==> config.mk <==
export PLATFORM = sky130hd
export DESIGN_NAME = rf_bank_read_scheduler
export DESIGN_NICKNAME = d
export VERILOG_FILES = /design/src/rtl/rf_bank_read_scheduler.sv
export SDC_FILE = /design/constraint.sdc
export NUM_CORES = 1
export LEC_CHECK = 0
export CAP_MARGIN = 10
export CORE_ASPECT_RATIO = 0.75
export CORE_MARGIN = 1.5
export CORE_UTILIZATION = 47
export CTS_BUF_LIST = sky130_fd_sc_hd__clkbuf_8
export CTS_CLUSTER_DIAMETER = 30
export DETAILED_ROUTE_END_ITERATION = 16
export PLACE_DENSITY = 0.62
export SLEW_MARGIN = 20
export SYNTH_ARGS = -nofsm -noshare
export SYNTH_HDL_FRONTEND = slang
export SYNTH_SLANG_ARGS = --single-unit
==> constraint.sdc <==
create_clock -name clk -period 6.5 [get_ports clk]
set_clock_uncertainty 0.05 [all_clocks]
set_input_delay 0.65 -clock clk [delete_from_list [all_inputs] [get_ports clk]]
set_output_delay 0.65 -clock clk [all_outputs]
set_load 0.02 [all_outputs]
==> src/rtl/rf_bank_read_scheduler.sv <==
// Per-bank read request queues between dispatch and the 4-bank register file.
// One read per bank per cycle; tags are delayed one cycle to line up with RF data.
module rf_bank_read_scheduler #(
  parameter int FIFO_DEPTH = 8,
  parameter int ROW_W      = 5
) (
  input  logic             clk,
  input  logic             rst_n,
  input  logic             Disp_Valid,
  input  logic [2:0]       Disp_WarpID,
  input  logic [1:0]       Disp_EntryNum,
  input  logic [5:0]       IB_Src1_Out,
  input  logic [5:0]       IB_Src2_Out,
  input  logic [3:0]       RAU_Src1_PhyReg,
  input  logic [3:0]       RAU_Src2_PhyReg,
  input  logic [3:0]       RF_Wr_Bank_Busy,
  output logic [3:0]       RF_Rd_En,
  output logic [ROW_W-1:0] RF_Rd_Addr_Bank0,
  output logic [ROW_W-1:0] RF_Rd_Addr_Bank1,
  output logic [ROW_W-1:0] RF_Rd_Addr_Bank2,
  output logic [ROW_W-1:0] RF_Rd_Addr_Bank3,
  output logic [3:0]       RF_Dout_Valid,
  output logic [1:0]       RF_Bank0_EntryNum_OC,
  output logic [1:0]       RF_Bank1_EntryNum_OC,
  output logic [1:0]       RF_Bank2_EntryNum_OC,
  output logic [1:0]       RF_Bank3_EntryNum_OC,
  output logic [3:0]       RF_SrcNum_OC,
  output logic             Sched_Overflow
);

  localparam int PW = $clog2(FIFO_DEPTH);
  localparam int CW = $clog2(FIFO_DEPTH + 1);

  typedef struct packed {
    logic [ROW_W-1:0] row;
    logic [1:0]       entry;
    logic             src;
  } rec_t;

  logic       push1;
  logic       push2;
  logic [1:0] bk1;
  logic [1:0] bk2;
  rec_t       rec1;
  rec_t       rec2;

  // $8 and $16 come from RAU, so they never generate a bank read
  assign push1 = Disp_Valid & IB_Src1_Out[5]
               & (IB_Src1_Out[4:0] != 5'd8)
               & (IB_Src1_Out[4:0] != 5'd16);
  assign push2 = Disp_Valid & IB_Src2_Out[5]
               & (IB_Src2_Out[4:0] != 5'd8)
               & (IB_Src2_Out[4:0] != 5'd16);

  assign bk1 = RAU_Src1_PhyReg[1:0];
  assign bk2 = RAU_Src2_PhyReg[1:0];

  assign rec1 = '{row:   {Disp_WarpID, RAU_Src1_PhyReg[3:2]},
                  entry: Disp_EntryNum,
                  src:   1'b0};
  assign rec2 = '{row:   {Disp_WarpID, RAU_Src2_PhyReg[3:2]},
                  entry: Disp_EntryNum,
                  src:   1'b1};

  logic [3:0]            pop;
  logic [3:0]            ovf_set;
  logic [3:0][ROW_W-1:0] head_row;
  logic [3:0][1:0]       head_ent;
  logic [3:0]            head_src;

  for (genvar g = 0; g < 4; g++) begin : g_bank
    rec_t          mem [FIFO_DEPTH];
    logic [PW-1:0] wr_ptr;
    logic [PW-1:0] rd_ptr;
    logic [CW-1:0] cnt;
    logic [CW-1:0] space;
    logic          hit1;
    logic          hit2;
    logic          acc1;
    logic          acc2;
    logic [PW-1:0] wr2_ptr;
    rec_t          head;

    assign hit1  = push1 && (bk1 == 2'(g));
    assign hit2  = push2 && (bk2 == 2'(g));
    assign space = CW'(FIFO_DEPTH) - cnt;
    assign acc1  = hit1 && (space != '0);
    assign acc2  = hit2 && (hit1 ? (space >= CW'(2))
                                 : (space != '0));

    assign ovf_set[g] = (hit1 && !acc1) || (hit2 && !acc2);

    // src2 lands behind src1 when both target this bank
    assign wr2_ptr = acc1 ? wr_ptr + PW'(1) : wr_ptr;

    assign head = mem[rd_ptr];
    assign pop[g] = (cnt != '0) && !RF_Wr_Bank_Busy[g];

    assign head_row[g] = head.row;
    assign head_ent[g] = head.entry;
    assign head_src[g] = head.src;

    always_ff @(posedge clk) begin
      if (acc1) mem[wr_ptr] <= rec1;
      if (acc2) mem[wr2_ptr] <= rec2;
    end

    always_ff @(posedge clk or negedge rst_n) begin
      if (!rst_n) begin
        wr_ptr <= '0;
        rd_ptr <= '0;
        cnt    <= '0;
      end else begin
        wr_ptr <= wr_ptr + PW'(acc1) + PW'(acc2);
        rd_ptr <= rd_ptr + PW'(pop[g]);
        cnt    <= cnt + CW'(acc1) + CW'(acc2)
                - CW'(pop[g]);
      end
    end
  end

  assign RF_Rd_En = pop;

  assign RF_Rd_Addr_Bank0 = pop[0] ? head_row[0] : '0;
  assign RF_Rd_Addr_Bank1 = pop[1] ? head_row[1] : '0;
  assign RF_Rd_Addr_Bank2 = pop[2] ? head_row[2] : '0;
  assign RF_Rd_Addr_Bank3 = pop[3] ? head_row[3] : '0;

  logic [3:0][1:0] tag_ent;
  logic [3:0]      tag_src;
  logic [3:0]      tag_vld;

  // Tags ride one cycle behind the read to meet the RF data
  always_ff @(posedge clk or negedge rst_n) begin
    if (!rst_n) begin
      tag_vld <= '0;
      tag_ent <= '0;
      tag_src <= '0;
    end else begin
      tag_vld <= pop;
      for (int b = 0; b < 4; b++) begin
        tag_ent[b] <= pop[b] ? head_ent[b] : 2'b00;
        tag_src[b] <= pop[b] & head_src[b];
      end
    end
  end

  always_ff @(posedge clk or negedge rst_n) begin
    if (!rst_n) Sched_Overflow <= 1'b0;
    else if (|ovf_set) Sched_Overflow <= 1'b1;
  end

  assign RF_Dout_Valid        = tag_vld;
  assign RF_Bank0_EntryNum_OC = tag_ent[0];
  assign RF_Bank1_EntryNum_OC = tag_ent[1];
  assign RF_Bank2_EntryNum_OC = tag_ent[2];
  assign RF_Bank3_EntryNum_OC = tag_ent[3];
  assign RF_SrcNum_OC         = tag_src;

endmodule

# Word-level counts from Yosys, hierarchy flattened
# Memory sizes are Yosys's and may differ from the RTL's.
# Cells that the tools add are included.
[word_totals]
register_bits = 57
ramBits = 256
in_bits = 32
elab_cells = 166
memories = 4
[memory_table]
columns = ["name", "depth", "width", "read_ports", "rd_ports_with_merged_regs", "write_ports", "line", "rtl"]
rows = [
  ["g_bank[0].mem", 8, 8, 1, 0, 2, "72", "rec_t mem [FIFO_DEPTH];"],
  ["g_bank[1].mem", 8, 8, 1, 0, 2, "72", ""],
  ["g_bank[2].mem", 8, 8, 1, 0, 2, "72", ""],
  ["g_bank[3].mem", 8, 8, 1, 0, 2, "72", ""],
]
[op_classes]
addsub = 32
n_lt_le_gt_ge = 4
eq_ne = 10
mux = 32
bitwise = 10
reduce_logical = 55
[op_table]
columns = ["cell", "count"]
rows = [
  ["$add A3 B1 Y3", 12],
  ["$add A4 B1 Y4", 8],
  ["$reduce_bool A4 Y1", 8],
  ["$logic_and A1 B1 Y1", 28],
  ["$mux W1", 20],
  ["$mux W5", 4],
  ["$ge A4 B2 Y1 const B", 4],
  ["$sub A4 B1 Y4", 4],
  ["$sub A4 B4 Y4 const A", 4],
  ["$add A3 B1 Y3 const B", 4],
  ["$logic_not A1 Y1", 12],
  ["$mux W3", 4],
  ["$and A1 B1 Y1", 10],
  ["$ne A5 B4 Y1 const B", 2],
  ["$ne A5 B5 Y1 const B", 2],
  ["$eq A2 B2 Y1 const B", 4],
  ["$mux W2", 4],
  ["$eq A2 B1 Y1 const B", 2],
  ["$logic_not A2 Y1", 2],
  ["$logic_or A1 B1 Y1", 4],
  ["$reduce_or A4 Y1", 1],
]

# Depth between registers and ports, before layout
# Gate-level depths: netlist of run 1.
[logic_depth]
depth_word = 10
depth_mapped = 14
mapped_depth_nobuf = 14

# Least setup slack after synthesis of run 1
# Ideal clock, no wire load.
[synth_timing]
kind = "input to register"
startpoint = "input port IB_Src1_Out[1]"
endpoint = "register g_bank[0].cnt[2]"
t_arrival_ns = 2.750
path_slack_ns = 3.578
stages = 9
path_buffers = 0
cell_sequence = "or3_4 -> o21ai_4 -> nor2_1 -> o22a_1 -> o21ai_0 -> inv_1 -> fa_1 -> fa_1 -> xnor2_1"
[synth_via]
elab_chain_cells = 8
word_cells_on_any_way = 11
classes_between = "add/sub: 3; eq/ne: 2; mux: 1; bitwise: 2; reduce/logical: 3"
[synth_lines]
columns = ["item", "line", "rtl"]
rows = [
  ["start: declaration", "12", "input logic [5:0] IB_Src1_Out,"],
  ["$ne A5 B4 Y1", "49", "& (IB_Src1_Out[4:0] != 5'd8)"],
  ["$and A1 B1 Y1", "49", ""],
  ["$and A1 B1 Y1 (*)", "50", "& (IB_Src1_Out[4:0] != 5'd16);"],
  ["$logic_and A1 B1 Y1 (*)", "84", "assign hit1 = push1 && (bk1 == 2'(g));"],
  ["$logic_and A1 B1 Y1 / $mux W1 (equally long branches)", "87, 88", ""],
  ["$add A4 B1 Y4 / $logic_and A1 B1 Y1 (equally long branches)", "116, 88", ""],
  ["$add A4 B1 Y4 (*)", "116", "cnt <= cnt + CW'(acc1) + CW'(acc2)"],
  ["$sub A4 B1 Y4 (*)", "117", "- CW'(pop[g]);"],
  ["end signal: assignment", "116", ""],
  ["end: declaration", "75", "logic [CW-1:0] cnt;"],
]
# Mark *: on every way between the ends. The rest lies on a longest branch, timed or not.
# A chain may end at the register's enable or synchronous reset.

==> out/metrics.yaml, run 1 <==
drive_above_1_share_pct: 16.05
die_w_um: 215.2
async_reset_ff_share_pct: 18.21
slowest_stage: "o21ai_1"
ys_seq_area_share_pct: 55.42
setup_slack_ns: 2.621
fmax_mhz: 257.8
fin_setup_tns_ns: 0
clockPowerShare_pct: 28.6
die-area_um2: 34880
area_delta_synth_final_pct: 15.04
viasPerCell: 5.502
avgSynthCellArea_um2: 12.59
post-route-period-util_pct: 59.67
p_int_mw: 4.888
final_common_cell: "edfxtp_1"
total_power_mw: 7.525
dp_cells: 1717
worstPathMaxFanout: 15
cts_buffers: 61
cts_max_level: 2
drt_first_iter_violations: 851
detailed_place_hpwl_mm: 24.75
status: "completed"
cts_sinks: 313
drc: 0
cp.required_ns: 6.69
drt_first_pass_iters: 5
netlist_area_um2: 15870
start_kind: "flop"
crit_chain: "inv_1 -> ha_1 -> nor2b_1 -> xnor2_1 -> o21a_1 -> inv_2 -> o21ai_0 -> o211ai_1 -> o21ai_1"
grt_pass1_vias: 9909
root_buffer: "clkbuf_8"
clock_path_buffers: 3
nets: 1419
worstMarginPinSlew_ns: 1.125
post_cts_buffers: 0
synthCells: 1260
setup_viol: 0
placed_cell_area_um2: 16870
drtAntennaViolNets: 0
mostFrequentLayoutCells: "edfxtp_1 (224), nor2_1 (163), inv_1 (84)"
track_usage_pct: 20.99
cts_resized: 0
synth_enable_flop_cells: 224
finalHoldViolations: 0
slowest_delay_ns: 0.94
post-route-min-period_ns: 3.879
postRouteWirelength_mm: 36.01
initial_core_util_pct: 47.53
antenna_found_initial: 0
n_antenna_cell: 0
hold_ws_ns: 0.3610
combPwrFrac_pct: 32.1
ir_drop_mv: 0.2158
cts_tree: "built"
routedWlPerCell_um: 19.64
rsz0062_at_grt: "false"
rows: 58
synth_cell_type_count: 77
fin_cells: 1833
dpl_worst_slack_ns: 2.280
p_leak_nw: 7.041
end_kind: "flop"
worst-path-buf-inv: 2
io_pins: 73
grt_pass1_wl_mm: 56.55
arrival_ns: 4.07
slew-limit-headroom_pct: 24.70
clk_pin_slew_worst_paths_ns: 0.06
fin_util_pct: 54.68
overflow: 0
ys_warn_count: 0
power_density_nw_per_um2: 412.2
core_area_um2: 33380
gp_congestion: 0.8370
crit_type: "reg -> reg"
ys_ff_latch: 313
cap_violations: 0
swShare_pct: 35.04
seqPwrFrac_pct: 39.3
num_vias: 10086
fillers: 2794
syn_nets: 1348
critical_path.top_delay_family: "compound AO/OA/AOI/OAI gates"
fin_area_um2: 18250
portBuffers: 72
synthFlopType: "edfxtp_1"
grt_max_degree: 54
p_switching_mw: 2.636
die_h_um: 162.1
hp-class: "in -> async"
clk_latency_ns: 0.63
slew_violations: 0
[synthesized netlist by cell type, drive strengths merged, types with 11 or more instances]
library cell	instances	share of area, %
nor3	15	0.50
o21ai	48	1.6
ha	44	3.5
xor2	16	0.88
dfxtp	32	4.0
dfrtp	57	9.0
fa	12	1.5
edfxtp	224	42
nor2b	15	0.59
mux2i	41	2.8
nand2b	11	0.43
nor2	163	3.9
mux4	65	9.2
a22o	12	0.66
and2	80	3.2
a32o	25	1.6
buf	26	0.96
inv	76	1.8
xnor2	13	0.76
nand3	18	0.60
a21oi	22	0.86
clkbuf	44	1.0
nand2	76	1.8
o22ai	30	1.4
[final cells by class]
| cell class | count | area [um^2] | share of cell area, % |
|---|---|---|---|
| Tap cell | 450 | 563.0 | 3.085 |
| Inverter | 81 | 304.0 | 1.666 |
| Clock inverter | 49 | 459.2 | 2.516 |
| Sequential cell | 313 | 8797 | 48.19 |
| Clock buffer | 66 | 908.4 | 4.976 |
| Multi-Input combinational cell | 796 | 6456 | 35.37 |
| Timing Repair Buffer | 78 | 765.7 | 4.195 |
[kinds of logic (layout without fill, tap and decap cells)]
family                     after synthesis  count (layout)  synth area share (%)
and+or+nand+nor                        408             408                 12.37
DFF                                    313             313                 55.42
AOI/OAI and AO/OA                      187             187                 8.855
buffers and inverters                  151             274                 3.927
muxes                                  116             116                 12.80
adders and majority gates               56              56                 4.983
xor gates and xnor gates                29              29                 1.648
[power groups by stage]
stage                     logic, mW  registers (mW)  clock network [mW]
after CTS                      2.43            2.96                2.20
final                          2.42            2.96                2.15
after global placement         2.38            2.99                   0
after detailed placement       2.42            3.00                   0
after floorplan                2.03            2.68                   0
after global routing           2.67            3.02                2.29
[flip-flops by register name, summed over array words and instances (netlist names)]
name and count:
Sched_Overflow 1, g_bank.wr_ptr 12, RF_Bank2_EntryNum_OC 2, RF_Bank3_EntryNum_OC 2, RF_SrcNum_OC 4, RF_Bank1_EntryNum_OC 2, RF_Dout_Valid 4, RF_Bank0_EntryNum_OC 2
g_bank.mem 256, g_bank.cnt 16, g_bank.rd_ptr 12
[timing repair]
action / in CTS / in global routing
hold buffers: 1 / 0
setup endpoints to repair: 0 / 0
endpoints found under the hold margin: 4 / 0
[final timing paths]
| kind | slack [ns] | endpoint | cells past startpoint | from |
|---|---|---|---|---|
| setup / recovery | 2.62 | g_bank[3].mem[7][1]$_DFFE_PP_ | 9 | g_bank[3].cnt[1]$_DFF_PN0_ |
| hold / removal | 0.36 | RF_Dout_Valid[2]$_DFF_PN0_ | 2 | rst_n |
| setup reg to reg | 2.62 | g_bank[3].mem[7][1]$_DFFE_PP_ | 9 | g_bank[3].cnt[1]$_DFF_PN0_ |
| hold reg to reg | 0.40 | g_bank[3].mem[7][0]$_SDFFE_PP1P_ | 2 | g_bank[3].mem[7][0]$_SDFFE_PP1P_ |
| max in group asynchronous | 4.89 | g_bank[1].rd_ptr[0]$_DFF_PN0_ | 3 | rst_n |
| min in group clk | 0.40 | g_bank[3].mem[7][0]$_SDFFE_PP1P_ | 2 | g_bank[3].mem[7][0]$_SDFFE_PP1P_ |
[layer usage]
metal / vias to the layer above / routed length (um) / GRT usage, %
met1: 4937 / 17210 / 30.97
met3: 44 / 2218 / 4.139
met5: - / 0 / 0
li1: 4768 / - / -
met4: 0 / 541 / 4.863
met2: 337 / 16040 / 32.17
No activity file was read; power rests on OpenSTA's default activity.
==> run 2: changes to the inputs <==
==> constraint.sdc (replaced) <==
create_clock -name clk -period 3.6 [get_ports clk]
set_clock_uncertainty 0.05 [all_clocks]
set_input_delay 0.36 -clock clk [delete_from_list [all_inputs] [get_ports clk]]
set_output_delay 0.36 -clock clk [all_outputs]
set_load 0.02 [all_outputs]
==> run 2 against run 1 <==
Non-clock buffer count rose by 47. Global-route usage increased by 0.66 points. First-iteration DRC count down 0.12%. Clock-buffer cell count down 3. Worst setup slack worse by 2.2 ns. Sequential cell count unchanged. Clock power increased by 69%. Largest cell class unchanged. Largest power group unchanged. Highest routed layer unchanged.
==> out/metrics.yaml, run 2 (same netlist as run 1, synthesis figures left out) <==
status: "completed"  # unchanged
dpl_worst_slack_ns: 0.2408  # was 2.280 ns
cts_tree: "built"  # unchanged
detailed_place_hpwl_mm: 25.28  # was 24.75 mm
post-route-period-util_pct: 89.44
crit_type: "reg -> out"  # was reg -> reg
largest_reg_flops: 256  # unchanged
cts_buffers: 59  # was 61
fillers: 2819  # was 2794
slew-limit-headroom_pct: 26.73  # was 24.70%
core_area_um2: 33380  # unchanged
worstPathMaxFanout: 14  # was 15
total_power_mw: 13.46  # was 7.525 mW
arrival_ns: 2.81  # was 4.07 ns
clk_latency_ns: 0.62  # was 0.63 ns
area_delta_synth_final_pct: 16.54  # was 15.04%
root_buffer: "clkbuf_8"  # unchanged
num_vias: 10368  # was 10086
viasPerCell: 5.524  # was 5.502
track_usage_pct: 21.65  # was 20.99%
initial_core_util_pct: 47.53  # unchanged
die_w_um: 215.2  # unchanged
clock_path_buffers: 3  # unchanged
post_cts_buffers: 0  # unchanged
die-area_um2: 34880  # unchanged
rr_worst_depth: 11  # was 9
largest_registers: "g_bank.mem x256, g_bank.cnt x16"  # unchanged
setup_slack_ns: 0.3802  # was 2.621 ns
grt_pass1_vias: 10243  # was 9909
postRouteWirelength_mm: 36.96  # was 36.01 mm
die_h_um: 162.1  # unchanged
overflow: 0  # unchanged
cp.required_ns: 3.19  # was 6.69 ns
nets: 1464  # was 1419
grt_max_degree: 58  # was 54
fin_cells: 1877  # was 1833
slew_violations: 0  # unchanged
placed_cell_area_um2: 17230  # was 16870 um^2
p_leak_nw: 7.211  # was 7.041 nW
top_register: "g_bank.mem"  # unchanged
end_kind: "output pin"  # was flop
finalHoldViolations: 0  # unchanged
clk_pin_slew_worst_paths_ns: 0.06  # about the same
antenna_found_initial: 0  # unchanged
worstMarginPinSlew_ns: 1.096  # was 1.125 ns
drt_first_pass_iters: 5  # unchanged
grt_pass1_wl_mm: 58.02  # was 56.55 mm
drive_above_1_share_pct: 17.94  # was 16.05%
drt_first_iter_violations: 850  # was 851
mostFrequentLayoutCells: "edfxtp_1 (224), nor2_1 (163), inv_1 (82)"  # was edfxtp_1 (224), nor2_1 (163), inv_1 (84)
drc: 0  # unchanged
hold_ws_ns: 0.3762  # was 0.3610 ns
fin_area_um2: 18490  # was 18250 um^2
fmax_mhz: 310.6
power_density_nw_per_um2: 727.9  # was 412.2 nW/um^2
fin_util_pct: 55.40  # was 54.68%
cts_sinks: 313  # unchanged
cap_violations: 0  # unchanged
portBuffers: 72  # unchanged
fin_setup_tns_ns: 0  # unchanged
routedWlPerCell_um: 19.69  # was 19.64 um
cts_max_level: 2  # unchanged
start_kind: "flop"  # unchanged
final_common_cell: "edfxtp_1"  # unchanged
dp_cells: 1764  # was 1717
hp-class: "in -> async"  # unchanged
gp_congestion: 0.8252  # was 0.8370
post-route-min-period_ns: 3.220
setup_viol: 0  # unchanged
drtAntennaViolNets: 0  # unchanged
rsz0062_at_grt: "false"  # unchanged
ir_drop_mv: 0.3965  # was 0.2158 mV
cts_resized: 0  # unchanged
rows: 58  # unchanged
io_pins: 73  # unchanged
n_antenna_cell: 0  # unchanged
==> run 2: routing by layer <==
layer | track usage, % | up-vias | part of all wire [%]
met3 | 3.970 | 47 | 6.5
li1 | - | 4852 | -
met2 | 32.55 | 347 | 44
met5 | 0 | - | 0
met4 | 5.435 | 0 | 1.4
met1 | 32.50 | 5122 | 48
==> run 2: cell type report <==
cell class | count | area, um^2 | area share (%)
flip-flops and latches | 313 | 8793 | 47.55
multi-input cells | 796 | 6456 | 34.91
repair buffers | 125 | 1119 | 6.049
clock buffers | 63 | 867.1 | 4.689
well taps | 450 | 563.0 | 3.045
clock inverters | 49 | 390.4 | 2.111
inverters | 81 | 304.0 | 1.644
==> run 2: worst paths after layout <==
check	start	end	slack, ns
setup / recovery	g_bank[3].rd_ptr[1]$_DFF_PN0_	RF_Rd_Addr_Bank3[3]	0.38
hold / removal	rst_n	g_bank[2].rd_ptr[0]$_DFF_PN0_	0.38
setup reg to reg	g_bank[0].cnt[1]$_DFF_PN0_	g_bank[0].cnt[2]$_DFF_PN0_	0.39
hold reg to reg	g_bank[3].mem[6][0]$_SDFFE_PP1P_	g_bank[3].mem[6][0]$_SDFFE_PP1P_	0.40
max in group asynchronous	rst_n	g_bank[3].cnt[3]$_DFF_PN0_	2.46
min in group clk	g_bank[3].mem[6][0]$_SDFFE_PP1P_	g_bank[3].mem[6][0]$_SDFFE_PP1P_	0.40
==> run 2: worst max-delay path, stage by stage, from the launching register on <==
cell             delay [ns]
dfrtp_1                0.78
mux4_2                 0.34
mux2i_1                0.09
nor2_1                 0.30
clkdlybuf4s50_1        0.67
==> run 2: report_power, final <==
part / leakage (nW) / total [mW] / internal [mW] / switching [mW]
clock network: 0.656 / 3.64 / 2.01 / 1.62
registers: 3.04 / 5.11 / 4.43 / 0.679
logic: 3.51 / 4.71 / 2.25 / 2.47
total: 7.21 / 13.5 / 8.69 / 4.77
==> run 2: timing repair <==
action                                  CTS  global route
hold buffers                              1             0
endpoints found under the setup margin    0             0
endpoints found under the hold margin    57             0
==> run 3: changes to the inputs <==
--- a/config.mk
+++ b/config.mk
@@ -8,12 +8,12 @@
 export CAP_MARGIN = 10
 export CORE_ASPECT_RATIO = 0.75
 export CORE_MARGIN = 1.5
-export CORE_UTILIZATION = 47
+export CORE_UTILIZATION = 63
 export CTS_BUF_LIST = sky130_fd_sc_hd__clkbuf_8
 export CTS_CLUSTER_DIAMETER = 30
 export DETAILED_ROUTE_END_ITERATION = 16
-export PLACE_DENSITY = 0.62
-export SLEW_MARGIN = 20
+export PLACE_DENSITY = 0.8
+export SLEW_MARGIN = 10
 export SYNTH_ARGS = -nofsm -noshare
 export SYNTH_HDL_FRONTEND = slang
 export SYNTH_SLANG_ARGS = --single-unit
==> run 3 against run 2 <==
Highest routed layer unchanged. Largest power group unchanged. Final cell count decreased by 6.7%. Wire length shrank 5.4%. Sequential cell count did not move. Clock-buffer cell count decreased by 2. Sequential power barely moved.
==> out/metrics.yaml, run 3 (same netlist as run 1, synthesis figures left out) <==
slowest_delay_ns: 0.81  # was 0.78 ns
p_leak_nw: 7.177  # was 7.211 nW
cts_max_level: 2  # unchanged
fmax_mhz: 303.7  # was 310.6 MHz
core_area_um2: 24840  # was 33380 um^2
overflow: 0  # unchanged
largest_registers: "g_bank.mem x256, g_bank.cnt x16"  # unchanged
postRouteWirelength_mm: 34.96  # was 36.96 mm
root_buffer: "clkbuf_8"  # unchanged
setup_slack_ns: 0.3075  # was 0.3802 ns
fin_util_pct: 73.44  # was 55.40%
setup_viol: 0  # unchanged
fin_setup_tns_ns: 0  # unchanged
ir_drop_mv: 0.5047  # was 0.3965 mV
viasPerCell: 6.041  # was 5.524
antenna_found_initial: 0  # unchanged
drc: 0  # unchanged
clk_latency_ns: 0.59  # was 0.62 ns
grt_pass1_wl_mm: 56.01  # was 58.02 mm
cts_resized: 0  # unchanged
initial_core_util_pct: 63.89  # was 47.53%
crit_chain: "inv_1 -> ha_1 -> nor2b_1 -> xnor2_1 -> and2_1 -> mux2i_1 -> o211ai_1 -> o22ai_2 -> and2_1"  # was mux4_2 -> mux2i_1 -> nor2_1 -> clkdlybuf4s50_1
status: "completed"  # unchanged
hold_ws_ns: 0.3700  # was 0.3762 ns
post-route-period-util_pct: 91.46  # was 89.44%
clock_path_buffers: 3  # unchanged
post-route-min-period_ns: 3.293  # was 3.220 ns
largest_reg_flops: 256  # unchanged
gp_congestion: 0.9283  # was 0.8252
end_kind: "flop"  # was output pin
start_kind: "flop"  # unchanged
die_h_um: 140.4  # was 162.1 um
die-area_um2: 26160  # was 34880 um^2
critical_path.top_delay_family: "compound AO/OA/AOI/OAI gates"  # was flip-flops
grt_max_degree: 58  # unchanged
final_common_cell: "edfxtp_1"  # unchanged
routedWlPerCell_um: 19.95  # was 19.69 um
n_antenna_cell: 0  # unchanged
clk_pin_slew_worst_paths_ns: 0.06  # about the same
worst-path-buf-inv: 1  # unchanged
slew-limit-headroom_pct: 19.20  # was 26.73%
critPathMostFrequentCell: "and2_1"
mostFrequentLayoutCells: "edfxtp_1 (224), nor2_1 (163), inv_1 (83)"  # was edfxtp_1 (224), nor2_1 (163), inv_1 (82)
dpl_worst_slack_ns: 0.1781  # was 0.2408 ns
total_power_mw: 13.23  # was 13.46 mW
track_usage_pct: 28.13  # was 21.65%
cts_buffers: 54  # was 59
drt_first_iter_violations: 1071  # was 850
drive_above_1_share_pct: 17.26  # was 17.94%
arrival_ns: 3.56  # was 2.81 ns
rsz0062_at_grt: "false"  # unchanged
top_register: "g_bank.mem"  # unchanged
fin_area_um2: 18240  # was 18490 um^2
rows: 50  # was 58
worstMarginPinSlew_ns: 1.178  # was 1.096 ns
cp.required_ns: 3.87  # was 3.19 ns
area_delta_synth_final_pct: 14.94  # was 16.54%
worstPathMaxFanout: 12  # was 14
drt_first_pass_iters: 5  # unchanged
fillers: 1618  # was 2819
grt_pass1_vias: 10609  # was 10243
placed_cell_area_um2: 17070  # was 17230 um^2
cts_tree: "built"  # unchanged
power_density_nw_per_um2: 725.2  # was 727.9 nW/um^2
drtAntennaViolNets: 0  # unchanged
slew_violations: 0  # unchanged
detailed_place_hpwl_mm: 24.42  # was 25.28 mm
finalHoldViolations: 0  # unchanged
cap_violations: 0  # unchanged
fin_cells: 1752  # was 1877
io_pins: 73  # unchanged
hp-class: "in -> async"  # unchanged
num_vias: 10583  # was 10368
dp_cells: 1650  # was 1764
crit_type: "reg -> reg"  # was reg -> out
slowest_stage: "o211ai_1"  # was dfrtp_1
nets: 1457  # was 1464
cts_sinks: 313  # unchanged
portBuffers: 72  # unchanged
die_w_um: 186.3  # was 215.2 um
[run 3: cell type report]
type | instances | area (um^2) | area share, %
flip-flops and latches | 313 | 8793 | 48.21
multi-input cells | 796 | 6451 | 35.37
repair buffers | 123 | 1104 | 6.051
clock buffers | 61 | 839.6 | 4.603
well taps | 338 | 422.9 | 2.319
clock inverters | 40 | 324.1 | 1.777
inverters | 81 | 304.0 | 1.667
[run 3: final timing paths]
check | startpoint | to | slack, ns | cells after the start
min in group clk | g_bank[3].mem[6][0]$_SDFFE_PP1P_ | g_bank[3].mem[6][0]$_SDFFE_PP1P_ | 0.41 | 2
max reg2reg | g_bank[1].cnt[1]$_DFF_PN0_ | g_bank[1].mem[1][7]$_DFFE_PP_ | 0.31 | 9
max | g_bank[1].cnt[1]$_DFF_PN0_ | g_bank[1].mem[1][7]$_DFFE_PP_ | 0.31 | 9
min reg2reg | g_bank[3].mem[6][0]$_SDFFE_PP1P_ | g_bank[3].mem[6][0]$_SDFFE_PP1P_ | 0.41 | 2
min | rst_n | g_bank[0].cnt[3]$_DFF_PN0_ | 0.37 | 2
max in group asynchronous | rst_n | g_bank[1].wr_ptr[1]$_DFF_PN0_ | 2.54 | 2
[run 3: repair_timing]
item | in CTS | in global routing
hold endpoints to repair | 57 | 0
hold buffers | 1 | 0
buffers inserted | 0 | 0
[run 3: power by group]
group	total (mW)	internal, mW	switching [mW]
combinational	4.69	2.24	2.45
clock	3.42	1.93	1.49
sequential	5.11	4.43	0.679
total	13.2	8.61	4.62
[run 3: routing by layer]
layer | wire length (um) | track usage (%) | vias to the layer above
li1 | - | - | 4820
met1 | 14560 | 39.48 | 5203
met2 | 16560 | 45.13 | 501
met3 | 3212 | 5.746 | 59
met4 | 632 | 7.598 | 0
met5 | 0 | 0 | -
